--- src/rtl/rr_merge.sv ---
// rr_merge: N-master to 1-slave native-bus merge with round-robin arbitration.
// The grant is held for a whole transaction (valid..ready), so requests never
// interleave. Each transaction pays one arbitration cycle in IDLE.
// Slot layouts: request {valid, addr, wdata, wstrb}, response {rdata, ready}.
module rr_merge #(
  parameter int unsigned N_MASTERS = 2,
  parameter int unsigned ADDR_W    = 32,
  parameter int unsigned DATA_W    = 32,
  localparam int unsigned REQ_W    = 1 + ADDR_W + DATA_W + DATA_W / 8,
  localparam int unsigned RESP_W   = DATA_W + 1
) (
  input  logic                          clk,
  input  logic                          rst,
  input  logic [N_MASTERS*REQ_W-1:0]    m_req,
  output logic [N_MASTERS*RESP_W-1:0]   m_resp,
  output logic [REQ_W-1:0]              s_req,
  input  logic [RESP_W-1:0]             s_resp,
  output logic [N_MASTERS-1:0]          grant
);

  localparam int unsigned PW = $clog2(N_MASTERS);

  typedef enum logic {
    IDLE,
    BUSY
  } state_t;

  state_t          state_q, state_d;
  logic [PW-1:0]   ptr_q, ptr_d;
  logic [PW-1:0]   gnt_idx_q, gnt_idx_d;

  logic [N_MASTERS-1:0] valid_vec;
  logic                 any_valid;
  logic [PW-1:0]        winner;
  logic [REQ_W-1:0]     gnt_req;
  logic                 gnt_valid;
  logic                 s_ready;
  logic [PW-1:0]        gnt_idx_inc;

  assign s_ready   = s_resp[0];
  assign gnt_valid = gnt_req[REQ_W-1];

  // Explicit wrap so a non-power-of-2 count goes N-1 -> 0, never N.
  assign gnt_idx_inc = (gnt_idx_q == PW'(N_MASTERS - 1)) ? '0 : gnt_idx_q + 1'b1;

  // Gather per-master valid bits and select the granted master's request.
  always_comb begin
    valid_vec = '0;
    gnt_req   = '0;
    for (int unsigned i = 0; i < N_MASTERS; i++) begin
      valid_vec[i] = m_req[i*REQ_W + REQ_W - 1];
      if (PW'(i) == gnt_idx_q) begin
        gnt_req = m_req[i*REQ_W +: REQ_W];
      end
    end
  end

  // Round-robin search: first valid index starting at ptr, wrapping modulo N.
  always_comb begin
    int unsigned cand;
    cand      = 0;
    any_valid = 1'b0;
    winner    = '0;
    for (int unsigned i = 0; i < N_MASTERS; i++) begin
      cand = int'(ptr_q) + i;
      if (cand >= N_MASTERS) begin
        cand = cand - N_MASTERS;
      end
      if (!any_valid && valid_vec[cand]) begin
        any_valid = 1'b1;
        winner    = cand[PW-1:0];
      end
    end
  end

  // State, pointer and grant index registers; reset drops any in-flight grant.
  always_ff @(posedge clk or posedge rst) begin
    if (rst) begin
      state_q   <= IDLE;
      ptr_q     <= '0;
      gnt_idx_q <= '0;
    end else begin
      state_q   <= state_d;
      ptr_q     <= ptr_d;
      gnt_idx_q <= gnt_idx_d;
    end
  end

  // Next-state logic and bus muxing; ready from the slave beats a dropped valid.
  always_comb begin
    state_d   = state_q;
    ptr_d     = ptr_q;
    gnt_idx_d = gnt_idx_q;
    s_req     = '0;
    m_resp    = '0;
    grant     = '0;
    unique case (state_q)
      IDLE: begin
        if (any_valid) begin
          gnt_idx_d = winner;
          state_d   = BUSY;
        end
      end
      BUSY: begin
        s_req = gnt_req;
        for (int unsigned i = 0; i < N_MASTERS; i++) begin
          if (PW'(i) == gnt_idx_q) begin
            m_resp[i*RESP_W +: RESP_W] = s_resp;
            grant[i]                   = 1'b1;
          end
        end
        if (s_ready) begin
          ptr_d   = gnt_idx_inc;
          state_d = IDLE;
        end else if (!gnt_valid) begin
          state_d = IDLE;
        end
      end
      default: state_d = IDLE;
    endcase
  end

endmodule

--- config.mk ---
export PLATFORM = sky130hd
export DESIGN_NAME = rr_merge
export DESIGN_NICKNAME = d
export VERILOG_FILES = /design/src/rtl/rr_merge.sv
export SDC_FILE = /design/constraint.sdc
export NUM_CORES = 1
export LEC_CHECK = 0
export ABC_CLOCK_PERIOD_IN_PS = 1500
export CORE_AREA = 3 3 118 120
export DETAILED_ROUTE_END_ITERATION = 7
export DIE_AREA = 0 0 121 123
export PLACE_DENSITY = 0.56
export SLEW_MARGIN = 20
export SYNTH_ARGS = -nofsm -noshare
export SYNTH_HDL_FRONTEND = slang
export SYNTH_SLANG_ARGS = --single-unit
--- constraint.sdc ---
create_clock -name clk -period 1.5 [get_ports clk]
set_input_delay 0.225 -clock clk [delete_from_list [all_inputs] [get_ports clk]]
set_output_delay 0.225 -clock clk [all_outputs]
set_load 0.005 [all_outputs]
==> results.json <==
{
  "finalHoldViolations": 0,
  "layout.nets": 754,
  "dp_slack_ns": -0.296,
  "cts_inserted_buffers": 3,
  "hpwl_um": 9120,
  "clock_skew_ns": 0.000799,
  "min_path_type": "primary input to async pin",
  "die_h_um": 123,
  "worstPathArrival_ns": 1.54,
  "min_period_ns": 1.76,
  "ios": 310,
  "fin_ws_ns": -0.263,
  "cp-end-kind": "output pin",
  "grt_pass1_wl_um": 17300,
  "failed_checks": "negative setup slack",
  "fin_crit_sh": 1.18,
  "slew_violations": 0,
  "irDropWorstVdd_mv": 0.590,
  "grt_pass1_vias": 3085,
  "fin_util": 0.426,
  "slew_headroom": 0.888,
  "rsz0062_at_grt": "yes",
  "max-clock-path-buffers": 2,
  "initial_utilization": 0.143,
  "setup_violations": 136,
  "place.gp.congestion": 0.752,
  "gr-total-overflow": 0,
  "htreeDepth": 1,
  "worstMarginPinSlew_ns": 0.164,
  "syn_nets": 418,
  "track_usage": 0.145,
  "p_leak_nw": 2.75,
  "fillers": 1301,
  "die_x_um": 121,
  "drv_cap": 0,
  "rows": 42,
  "cp-start-kind": "flop",
  "ys_seq_area_frac": 0.0401,
  "antennaDiodeCount": 0,
  "core_mm2": 0.0131,
  "path_clk_slew_ns": 0.03,
  "hold_buffers": 0,
  "vias_per_cell": 3.96,
  "root_buffer": "clkbuf_16",
  "crit_type": "flop to output pin",
  "drt-wirelength-per-cell_um": 16.1,
  "critical_path_peak_fanout": 6,
  "vias": 2991,
  "crit_required_ns": 1.27,
  "outcome": "finished, violations left",
  "drive_above_1_share": 0.405,
  "drtAntennaViolNets": 0,
  "synth_area_mm2": 0.00187,
  "dieArea_mm2": 0.0149,
  "syn_inst": 245,
  "synth_cell_types": 18,
  "synth.avg_cell_area_um2": 7.65,
  "ys_warn_count": 0,
  "clock_latency_ns": 0.22,
  "ys_seq_elements": 3,
  "portBuffers": 309,
  "drtIter0Drc": 64,
  "cts_sinks": 3,
  "routed_wl_um": 12200,
  "synthToLayoutAreaGrowth_pct": 197,
  "powerDensity_mw_per_mm2": 1290,
  "antenna_found_initial": 0,
  "grt_start_max_net_pins": 47,
  "drc": 0,
  "fmax_mhz": 567,
  "finalSetupTns_ns": -23.49,
  "drtPass1Iterations": 3,
  "cts_tree": "built"
}
-- report_power, final --
part	leakage, nW	internal [mW]	switching (mW)	total [mW]
clock	0.0382	0.351	0.0702	0.421
sequential	0.0322	0.126	0.0426	0.169
combinational	2.68	4.13	2.44	6.57
total	2.75	4.61	2.55	7.16
-- state kept, by name, indices dropped and copies added, names as in the netlist --
name	cells
gnt_idx_q	1
ptr_q	1
state_q	1
-- metrics by stage --
step / instances / instance area, µm² / hold WS [ns] / power [mW]
5_1_grt: 756 / 5570 / 0.215 / 7.66
3_5_place_dp: 721 / 5210 / 0.416 / 5.48
2_1_floorplan: 245 / 1870 / -0.0214 / 2.63
3_3_place_gp: 721 / 5210 / 0.422 / 5.47
6_report: 756 / 5570 / 0.178 / 7.16
4_1_cts: 753 / 5440 / 0.186 / 6.92
-- kinds of logic (layout without fill, tap and decap cells) --
family	after synthesis	in the layout	synth area share
mux	69	69	0.369
simple gates	142	142	0.474
flops	3	3	0.0401
buf+inv	28	363	0.106
compound gates	3	3	0.0107
-- final timing paths --
kind	startpoint	to	slack, ns	depth (start not counted)
min reg2reg	ptr_q	ptr_q	0.52	2
max	gnt_idx_q	m_resp[13]	-0.26	7
min in group clk	ptr_q	ptr_q	0.52	2
min	rst	gnt_idx_q	0.18	2
max in group asynchronous	rst	gnt_idx_q	1.17	2
max reg2reg	gnt_idx_q	state_q	0.02	7
-- layer usage --
metal / track usage / wire, µm
met3: 0.0384 / 1050
met4: 0.0127 / 61
met5: 0 / 0
met1: 0.171 / 4570
met2: 0.272 / 6490
-- cells in the final DEF, fill, tap and decap left out --
cell type / instances
buf_6: 52
nor2b_1: 71
dfrtp_1: 1
buf_2: 90
buf_16: 10
clkbuf_16: 3
and3_1: 17
clkbuf_2: 9
mux2i_1: 67
a21oi_1: 1
buf_8: 6
a2bb2oi_1: 1
nand2_1: 1
dfrtp_2: 1
and2_1: 10
buf_4: 9
clkdlybuf4s50_1: 172
mux2i_2: 2
o22ai_2: 1
nor2_1: 2
inv_1: 1
nor2b_4: 1
clkbuf_1: 1
buf_12: 10
and3_4: 16
dfrtp_4: 1
and2_4: 24
-- what timing repair did --
| action | in CTS | in global routing |
|---|---|---|
| gates resized for setup | 570 | 94 |
| setup buffers | 17 | 5 |
| gates cloned | 11 | 0 |
| endpoints found under the setup margin | 137 | 138 |
| pin swaps | 5 | 11 |
-- critical path, cell delays in order (launching register included) --
cell and delay, ns:
dfrtp_4 0.49, buf_6 0.13, nor2b_4 0.12, buf_6 0.12
buf_6 0.12, buf_12 0.12, and2_4 0.14, buf_6 0.09
-- layout make-up --
type,instances,area [µm²],share of cell area
Clock buffer,4,78.8,0.0141
Inverter,1,3.75,0.000674
Tap cell,176,220,0.0395
Timing Repair Buffer,358,3440,0.617
Multi-Input combinational cell,214,1750,0.315
Sequential cell,3,80.1,0.0144
-- synthesized netlist by cell type --
library cell | number | area [µm²]
a21oi_1 | 1 | 5.00
a2bb2oi_1 | 1 | 8.76
and2_1 | 34 | 213
and3_1 | 33 | 206
buf_12 | 3 | 60.1
buf_2 | 3 | 15.0
buf_4 | 6 | 45.0
buf_8 | 1 | 15.0
clkbuf_1 | 8 | 30.0
clkbuf_2 | 6 | 30.0
dfrtp_1 | 3 | 75.1
inv_1 | 1 | 3.75
mux2i_1 | 69 | 691
nand2_1 | 1 | 3.75
nor2_1 | 2 | 7.51
nor2b_1 | 71 | 444
nor2b_4 | 1 | 13.8
o22ai_1 | 1 | 6.26
(Power assumes the default switching activity.)
